`config.mk`:
```
export PLATFORM = sky130hd
export DESIGN_NAME = retire_stage
export DESIGN_NICKNAME = d
export VERILOG_FILES = /design/src/rtl/cpu_pkg.sv /design/src/rtl/retire_decode.sv /design/src/rtl/retire_stage.sv
export SDC_FILE = /design/constraint.sdc
export NUM_CORES = 1
export LEC_CHECK = 0
export ABC_CLOCK_PERIOD_IN_PS = 5000
export CORE_MARGIN = 10
export CORE_UTILIZATION = 25
export CTS_BUF_LIST = sky130_fd_sc_hd__clkbuf_2
export DETAILED_ROUTE_END_ITERATION = 10
export HOLD_SLACK_MARGIN = 0.05
export SLEW_MARGIN = 25
export SYNTH_ARGS = -nofsm -noshare
export SYNTH_HDL_FRONTEND = slang
export SYNTH_SLANG_ARGS = --single-unit
export TNS_END_PERCENT = 10
```
`constraint.sdc`:
```
create_clock -name clk -period 5 [get_ports clk]
set_input_delay 1.25 -clock clk [delete_from_list [all_inputs] [get_ports clk]]
set_output_delay 1.25 -clock clk [all_outputs]
set_load 0.02 [all_outputs]
```
`src/rtl/cpu_pkg.sv`:
```
// Shared definitions for the 16-bit CPU: opcode and sub-op encodings
// plus the retire-stage control state.
package cpu_pkg;

  localparam logic [3:0] OP_SUB  = 4'h0;
  localparam logic [3:0] OP_MOVL = 4'h8;
  localparam logic [3:0] OP_MOVH = 4'h9;
  localparam logic [3:0] OP_JMP  = 4'hE;
  localparam logic [3:0] OP_MEM  = 4'hF;

  localparam logic [3:0] JMP_JZ  = 4'h0;
  localparam logic [3:0] JMP_JNZ = 4'h1;
  localparam logic [3:0] JMP_JS  = 4'h2;
  localparam logic [3:0] JMP_JNS = 4'h3;

  localparam logic [3:0] MEM_LD  = 4'h0;
  localparam logic [3:0] MEM_ST  = 4'h1;

  typedef enum logic [1:0] {
    RUN    = 2'd0,
    FLUSH  = 2'd1,
    HALTED = 2'd2
  } state_t;

endpackage

```
`src/rtl/retire_decode.sv`:
```
// Combinational decode of the execute-slot instruction: class, branch
// condition, register write value and the jump's next PC.
module retire_decode
  import cpu_pkg::*;
(
  input  logic [15:0] pc,
  input  logic [15:0] inst,
  input  logic [15:0] va,
  input  logic [15:0] vb,
  input  logic [15:0] vt,
  input  logic [15:0] ld_data,
  output logic        is_sub,
  output logic        is_movl,
  output logic        is_movh,
  output logic        is_jz,
  output logic        is_jnz,
  output logic        is_js,
  output logic        is_jns,
  output logic        is_ld,
  output logic        is_st,
  output logic        is_jmp,
  output logic        is_undef,
  output logic        writes_reg,
  output logic        taken,
  output logic [15:0] wdata,
  output logic [15:0] jump_target
);

  logic [3:0] op;
  logic [3:0] sub;
  logic [7:0] imm8;

  assign op   = inst[15:12];
  assign sub  = inst[7:4];
  assign imm8 = inst[11:4];

  assign is_sub  = (op == OP_SUB);
  assign is_movl = (op == OP_MOVL);
  assign is_movh = (op == OP_MOVH);
  assign is_jz   = (op == OP_JMP) && (sub == JMP_JZ);
  assign is_jnz  = (op == OP_JMP) && (sub == JMP_JNZ);
  assign is_js   = (op == OP_JMP) && (sub == JMP_JS);
  assign is_jns  = (op == OP_JMP) && (sub == JMP_JNS);
  assign is_ld   = (op == OP_MEM) && (sub == MEM_LD);
  assign is_st   = (op == OP_MEM) && (sub == MEM_ST);

  assign is_jmp     = is_jz | is_jnz | is_js | is_jns;
  assign writes_reg = is_sub | is_movl | is_movh | is_ld;
  // Anything outside the recognised classes (including unused jump and
  // memory sub-ops) is treated as a fault.
  assign is_undef   = ~(writes_reg | is_jmp | is_st);

  // Branch condition evaluated on r[a]; zero for non-jumps.
  always_comb begin
    taken = 1'b0;
    if (is_jz)  taken = (va == 16'h0000);
    if (is_jnz) taken = (va != 16'h0000);
    if (is_js)  taken = va[15];
    if (is_jns) taken = ~va[15];
  end

  // Register write value for the writing classes.
  always_comb begin
    wdata = 16'h0000;
    if (is_sub)  wdata = va - vb;
    if (is_movl) wdata = {{8{imm8[7]}}, imm8};
    if (is_movh) wdata = {imm8, vt[7:0]};
    if (is_ld)   wdata = ld_data;
  end

  assign jump_target = taken ? vt : (pc + 16'd1);

endmodule

```
`src/rtl/retire_stage.sv`:
```
// Retire stage: turns each accepted instruction into one cycle of
// registered architectural side effects, squashes the younger slots after
// a taken jump and parks the core in HALTED after an undefined opcode.
module retire_stage
  import cpu_pkg::*;
#(
  parameter int FLUSH_DEPTH = 2
) (
  input  logic        clk,
  input  logic        reset,
  input  logic        valid_x,
  input  logic        stall,
  input  logic [15:0] pc_x,
  input  logic [15:0] inst_x,
  input  logic [15:0] va_x,
  input  logic [15:0] vb_x,
  input  logic [15:0] vt_x,
  input  logic [15:0] ld_data_x,
  output logic        retired,
  output logic [15:0] pc_e,
  output logic        isSub_e,
  output logic        isMovl_e,
  output logic        isMovh_e,
  output logic        isJz_e,
  output logic        isJnz_e,
  output logic        isJs_e,
  output logic        isJns_e,
  output logic        isLd_e,
  output logic        isSt,
  output logic        reg_wen,
  output logic [3:0]  waddr,
  output logic [15:0] wdata,
  output logic        mem_wen,
  output logic [15:0] mem_addr,
  output logic [15:0] mem_data,
  output logic        isJumping,
  output logic [15:0] jump_addr,
  output logic        print_valid,
  output logic [7:0]  print_char,
  output logic        halt
);

  localparam logic [3:0] FLUSH_CNT = 4'(FLUSH_DEPTH);

  logic        is_sub, is_movl, is_movh, is_jz, is_jnz, is_js, is_jns;
  logic        is_ld, is_st, is_jmp, is_undef, writes_reg, taken;
  logic [15:0] dec_wdata, jump_target;
  logic [3:0]  t;

  retire_decode u_decode (
    .pc          (pc_x),
    .inst        (inst_x),
    .va          (va_x),
    .vb          (vb_x),
    .vt          (vt_x),
    .ld_data     (ld_data_x),
    .is_sub      (is_sub),
    .is_movl     (is_movl),
    .is_movh     (is_movh),
    .is_jz       (is_jz),
    .is_jnz      (is_jnz),
    .is_js       (is_js),
    .is_jns      (is_jns),
    .is_ld       (is_ld),
    .is_st       (is_st),
    .is_jmp      (is_jmp),
    .is_undef    (is_undef),
    .writes_reg  (writes_reg),
    .taken       (taken),
    .wdata       (dec_wdata),
    .jump_target (jump_target)
  );

  state_t     state_reg, state_next;
  logic [3:0] cnt_reg, cnt_next;
  logic       accept, retire_now, fault_now;

  assign t          = inst_x[3:0];
  assign accept     = valid_x & ~stall & (state_reg != HALTED);
  assign retire_now = accept & (state_reg == RUN) & ~is_undef;
  assign fault_now  = accept & (state_reg == RUN) & is_undef;

  // State and squash counter registers.
  always_ff @(posedge clk) begin
    if (reset) begin
      state_reg <= RUN;
      cnt_reg   <= 4'd0;
    end else begin
      state_reg <= state_next;
      cnt_reg   <= cnt_next;
    end
  end

  // Next state: the squash count only moves on accepted slots, so stalls
  // and bubbles never shorten the flush window.
  always_comb begin
    state_next = state_reg;
    cnt_next   = cnt_reg;
    case (state_reg)
      RUN: begin
        if (retire_now && taken) begin
          state_next = FLUSH;
          cnt_next   = FLUSH_CNT;
        end else if (fault_now) begin
          state_next = HALTED;
        end
      end
      FLUSH: begin
        if (accept) begin
          cnt_next = cnt_reg - 4'd1;
          if (cnt_reg == 4'd1) state_next = RUN;
        end
      end
      HALTED: state_next = HALTED;
      default: state_next = RUN;
    endcase
  end

  logic [8:0]  cls_next;
  logic        retired_next, reg_wen_next, mem_wen_next;
  logic        jumping_next, print_valid_next, halt_next;
  logic [15:0] pc_next, wdata_next, mem_addr_next, mem_data_next, jump_addr_next;
  logic [3:0]  waddr_next;
  logic [7:0]  print_char_next;

  // Output values for the next cycle: pulses are gated by retire, data
  // fields refresh only when their class retires and otherwise hold.
  always_comb begin
    retired_next     = retire_now;
    cls_next         = retire_now ? {is_sub, is_movl, is_movh, is_jz, is_jnz,
                                     is_js, is_jns, is_ld, is_st} : 9'd0;
    reg_wen_next     = retire_now & writes_reg & (t != 4'd0);
    print_valid_next = retire_now & writes_reg & (t == 4'd0);
    mem_wen_next     = retire_now & is_st;
    jumping_next     = retire_now & taken;
    halt_next        = halt | fault_now;
    pc_next          = (retire_now | fault_now) ? pc_x : pc_e;
    waddr_next       = (retire_now & writes_reg) ? t : waddr;
    wdata_next       = (retire_now & writes_reg) ? dec_wdata : wdata;
    print_char_next  = print_valid_next ? dec_wdata[7:0] : print_char;
    mem_addr_next    = mem_wen_next ? va_x : mem_addr;
    mem_data_next    = mem_wen_next ? vt_x : mem_data;
    jump_addr_next   = (retire_now & is_jmp) ? jump_target : jump_addr;
  end

  // Output registers.
  always_ff @(posedge clk) begin
    if (reset) begin
      retired     <= 1'b0;
      pc_e        <= 16'h0000;
      {isSub_e, isMovl_e, isMovh_e, isJz_e, isJnz_e,
       isJs_e, isJns_e, isLd_e, isSt} <= 9'd0;
      reg_wen     <= 1'b0;
      waddr       <= 4'd0;
      wdata       <= 16'h0000;
      mem_wen     <= 1'b0;
      mem_addr    <= 16'h0000;
      mem_data    <= 16'h0000;
      isJumping   <= 1'b0;
      jump_addr   <= 16'h0000;
      print_valid <= 1'b0;
      print_char  <= 8'h00;
      halt        <= 1'b0;
    end else begin
      retired     <= retired_next;
      pc_e        <= pc_next;
      {isSub_e, isMovl_e, isMovh_e, isJz_e, isJnz_e,
       isJs_e, isJns_e, isLd_e, isSt} <= cls_next;
      reg_wen     <= reg_wen_next;
      waddr       <= waddr_next;
      wdata       <= wdata_next;
      mem_wen     <= mem_wen_next;
      mem_addr    <= mem_addr_next;
      mem_data    <= mem_data_next;
      isJumping   <= jumping_next;
      jump_addr   <= jump_addr_next;
      print_valid <= print_valid_next;
      print_char  <= print_char_next;
      halt        <= halt_next;
    end
  end

endmodule

```
# == After elaboration in Yosys (flattened, before gate mapping) ==
# Index checks and enable logic that the tools add are counted.
# word_totals
elab_cells,102
out_inout_bits,107
regBits,113
input_bits,100
# classes
reduce_logical,18
add_sub_neg,3
bitwise_logic,25
n_eq_ne,15
mux,17
# op_table
op,count
$mux 16,5
$add 16x1->16 const B,1
$eq 4x4->1 const B,4
$logic_not 16->1,1
$reduce_bool 16->1,1
$sub 16x16->16,1
$logic_not 4->1,3
$and 1x1->1,11
$or 1x1->1,10
$eq 4x1->1 const B,2
$eq 4x2->1 const B,2
$mux 2,4
$mux 4,2
$pmux 4 s2,1
$logic_and 1x1->1,7
$ne 2x2->1 const B,3
$pmux 2 s3,1
$reduce_and 3->1,2
$mux 1,4
$not 1->1,4
$reduce_bool 4->1,1
$sub 4x1->4 const B,1
$ne 3x2->1 const B,1
$eq 2x1->1 const B,1
other kinds (5),5

# == Logic depth before layout (Yosys ltp) ==
# logic_depth
word_depth,12
ltp_mapped,9

# == Cells and area by module ==
# Synthesis repeated with hierarchy kept, for this count alone.
# unflattened
cells_unflattened,767
hier_area_um2,5844.4
# by_module_without_submodules
module,seq_area_each_um2,cells_per_inst,n_inst,area_per_inst_um2
retire_stage,2262.2,478,1,3976.3
retire_decode,0.0,289,1,1868.0

# == Worst setup path after synthesis ==
# OpenSTA, ideal clock, no wires.
# synth_timing
kind,in2reg
start,in va_x[0]
end,reg wdata[14]
path_buffers,0
arrival_ns,3.120
setup_time_ns,0.127
stages,9
required_time_ns,4.873
slack_ns,1.753
path_cell_list,inv_1 ha_1 fa_1 nor2b_1 o2111ai_1 nand3b_1 a21oi_1 a311o_2 or3_1
# synth_between
elab_chain_len,5
# synth_lines
element,line_no,rtl
from (decl),retire_stage.sv:15,"input logic [15:0] va_x,"
$sub 16x16->16,retire_decode.sv:65,if (is_sub) wdata = va - vb;
$mux 16,retire_decode.sv:65,
$mux 16,retire_decode.sv:66,"if (is_movl) wdata = {{8{imm8[7]}}, imm8};"
$mux 16,retire_decode.sv:67,"if (is_movh) wdata = {imm8, vt[7:0]};"
$mux 16,retire_decode.sv:68,if (is_ld) wdata = ld_data;
to (signal assigned),retire_stage.sv:171,wdata <= wdata_next;
to (decl),retire_stage.sv:32,"output logic [15:0] wdata,"
# Every way passes these cells.
# A chain may end at the register's enable or synchronous reset.

# == Worst setup path in the final report ==
# Ends and elaborated chain as after synthesis.

==> summary.txt <==
STA
  • Setup repair after global routing missed its margin: false
  • Timing-limited maximum frequency: 0.305 GHz
  • Final critical-path required period: 3.28 ns
  • Tightest Pin Transition: 0.896 ns
  • Worst Clk Skew: 0.0450 ns
  • Final number of hold-violating endpoints: 0
  • Final setup vio count: 0
  • Minimum setup slack in the final design: 1.72 ns
  • Sum of negative setup slack: 0 ns
  • Final clock period utilization by the worst path: 65.6%
  • Slew Viols, Final: 0
  • Worst max-slew margin expressed relative to the limit: 40.0%

CTS
  • PostCTS Resize Cnt: 0
  • Clock root buffer: clkbuf_2
  • Clock transition time at the flip-flop clock pins of the worst setup and hold paths: 0.22 ns
  • Post-CTS setup buffer count: 0
  • Hold Buf Count CTS: 0
  • Clock Path Buffers: 2
  • Clk Latency, worst-skew pair: 0.73 ns
  • Level count of the clock H-tree: 4
  • Clock tree from TritonCTS: built
  • Clock Sink Count: 113
  • Total CTS buffers: 17

Setup path
  • Startpoint of the worst register-to-register path: state_reg[1]$_SDFFE_PP0P_
  • Required time at the endpoint of the critical path: 5.61 ns
  • Worst stage delay on the critical path: 0.51 ns
  • Critical-path cell list: clkdlybuf4s50_1 > inv_1 > ha_1 > fa_1 > nor2b_1 > o2111ai_1 > nand3b_1 > a21oi_1 > a311o_2 > or3_1
  • Kind of critical path: input pin to register
  • Worst Reg2Reg Path Length in Cells: 5
  • Slowest cell on the critical path: clkdlybuf4s50_1
  • Data arrival, critical path: 3.89 ns
  • Maximum fanout along the worst path: 5
  • Element type at the critical path end: register
  • Startpoint type of the worst setup path: input pin
  • Crit Reg-Reg Endpoint: print_char[6]$_SDFFE_PP0P_
  • Setup slack on the worst flop-to-flop path: 2.71 ns

Layout
  • Number of nets in the layout: 1052
  • Post-route cell area: 8380 sq um
  • Most frequent standard cell in the layout excluding fill and tap cells: clkdlybuf4s50_1
  • Area growth syn-to-layout: 45.0%
  • Commonest non-fill, non-tap cells in the layout: clkdlybuf4s50_1, nand2_1, dfxtp_1
  • Utilization after layout: 36.9%
  • Fraction of layout cells with a size suffix above 1: 6.98%

Global route
  • Largest net degree at the start of global routing: 58
  • Antenna violations before repair: 7
  • Via count of the first global-routing pass: 5792
  • Global-route wire length before repair: 34200 um
  • Congestion Overflow GR: 0
  • Global router's overall resource usage: 15.0%

Power
  • Register share of total power: 47.2%
  • Sw power: 628 uW
  • PwrDens: 233 nW/um^2
  • Leakage power summed over all cells: 0.00308 uW
  • Internal power: 1320 uW
  • Part of the total power dissipated in the clock network: 34.8%
  • Gate power share: 17.9%
  • Worst vdd rail ir drop: 137 uV
  • Overall power consumption: 1950 uW
  • Switching Share: 32.2%

Logic synthesis
  • Yosys warnings: 0
  • Register area share after synthesis: 39.1%
  • Share of synthesized flip-flops with an asynchronous set or reset: 0%
  • Post-Synthesis Net Count: 856
  • Top FF cell, synth: dfxtp_1
  • Syn Std Cell Area: 5780 sq um
  • Post-Synth XOR/XNOR Area: 3.79%
  • Simple-gate portion of the synthesized area: 24.3%
  • Number of synthesized flops with an enable pin: 0
  • Cells after Synth: 736
  • Top cells by area in the synthesized netlist: dfxtp_1, nand2_1, a21oi_1, ha_1, nor2_1
  • Proportion of synthesized area in mux cells: 3.33%
  • Adder-cell area share of the yosys netlist: 4.46%
  • Avg Cell Area, Syn: 7.85 sq um
  • Compound-Gate Fraction of Synth Area: 19.8%
  • Library cell occupying the most area in the post-synthesis netlist: dfxtp_1
  • Synth top area share: 39.1%
  • Synth unique cells: 67
  • Register bit count reported by yosys: 113
  • Main combinational cell family by area after synthesis: simple AND/OR/NAND/NOR gates

Hold path
  • Hold path startpoint: jump_addr[5]$_SDFFE_PP0P_
  • Worst hold path depth: 2
  • Worst min-delay path category: register to register
  • Endpoint, Worst Hold: jump_addr[5]$_SDFFE_PP0P_

Die
  • # IOs: 207
  • Number of cell rows: 55
  • Die height: 172 um
  • Chip width: 172 um
  • Die Outline Area: 29600 sq um
  • Initial cell density of the core: 25.4%
  • Total core area: 22700 sq um

Drt
  • Vias per Instance: 4.78
  • Post-DRT Antenna Nets: 0
  • WL final: 22800 um
  • Number of design-rule violations left by the first detailed-router iteration: 373
  • TritonRoute pass-1 iters: 7
  • Routed length per placed instance: 18.5 um
  • DRC Markers: 0
  • Vias after detailed routing: 5893

Placed design
  • Post-DP HPWL: 17800 um
  • Port Buffer Count: 206
  • Setup slack at placement: 0.993 ns
  • Gp weighted congestion: 0.856
  • Total cell area at the placement stage: 8110 sq um

Outcome
  • Outcome: completed

Flow run
  • Max-cap violations: 0
worst max-delay path, delay by kind of cell:
family	cells	cell delay, ns
buf+inv	2	0.58
fa+ha+maj	2	0.62
compound gates	3	0.74
simple gates	3	0.70
routing by layer:
| layer | global-route usage (%) | vias up | wire (um) |
|---|---|---|---|
| li1 | - | 2963 | - |
| met1 | 17.9 | 2705 | 9640 |
| met2 | 23.7 | 199 | 10300 |
| met3 | 7.34 | 20 | 2540 |
| met4 | 3.22 | 6 | 185 |
| met5 | 0 | - | 46 |
cell usage after synthesis, types with 12 or more instances:
master,count
nor3_1,21
o21ai_1,16
clkbuf_1,29
nand3_1,14
xnor2_1,12
a21oi_1,88
buf_2,12
dfxtp_1,113
xor2_1,13
nand2_1,155
nor2_1,48
o21ai_0,25
mux2i_1,17
inv_1,28
ha_1,19
metrics by stage:
| step | hold WS [ns] | std cells |
|---|---|---|
| global placement | 0.435 | 1198 |
| CTS | 0.465 | 1230 |
| floorplan | 0.494 | 736 |
| finish | 0.461 | 1233 |
| global route | 0.483 | 1231 |
| detailed placement | 0.440 | 1198 |
cells by family after synthesis:
| family | count (synthesis) |
|---|---|
| AND/OR/NAND/NOR | 299 |
| AO/OA/AOI/OAI | 189 |
| flip-flops | 113 |
| buffers and inverters | 71 |
| XOR/XNOR | 25 |
| adder cells (fa/ha/maj) | 20 |
| multiplexers | 19 |
power by group through the flow:
| stage | Clock, uW | Combinational, uW | Sequential [uW] |
|---|---|---|---|
| 2_1_floorplan | 0 | 158 | 953 |
| 3_3_place_gp | 0 | 348 | 939 |
| 3_5_place_dp | 0 | 348 | 939 |
| 4_1_cts | 704 | 350 | 922 |
| 5_1_grt | 742 | 383 | 924 |
| 6_report | 679 | 350 | 921 |
worst max path at each step:
stage	start	slack (ns)	endpoint
5_1_grt	va_x[0]	1.70	wdata[14]$_SDFFE_PP0P_
3_5_place_dp	va_x[0]	0.99	wdata[14]$_SDFFE_PP0P_
3_3_place_gp	va_x[0]	1.05	wdata[14]$_SDFFE_PP0P_
2_1_floorplan	va_x[0]	1.75	wdata[14]$_SDFFE_PP0P_
6_report	va_x[0]	1.72	wdata[14]$_SDFFE_PP0P_
4_1_cts	va_x[0]	1.79	wdata[14]$_SDFFE_PP0P_
cell type report:
cell class / count / area (sq um)
diodes: 3 / 7.51
flip-flops and latches: 113 / 2260
inverters: 28 / 105
repair buffers: 220 / 2160
fillers: 2408 / 14300
well taps: 285 / 357
clock inverters: 15 / 171
clock buffers: 17 / 85.1
multi-input cells: 552 / 3230
No activity file was read; power rests on OpenSTA's default activity.
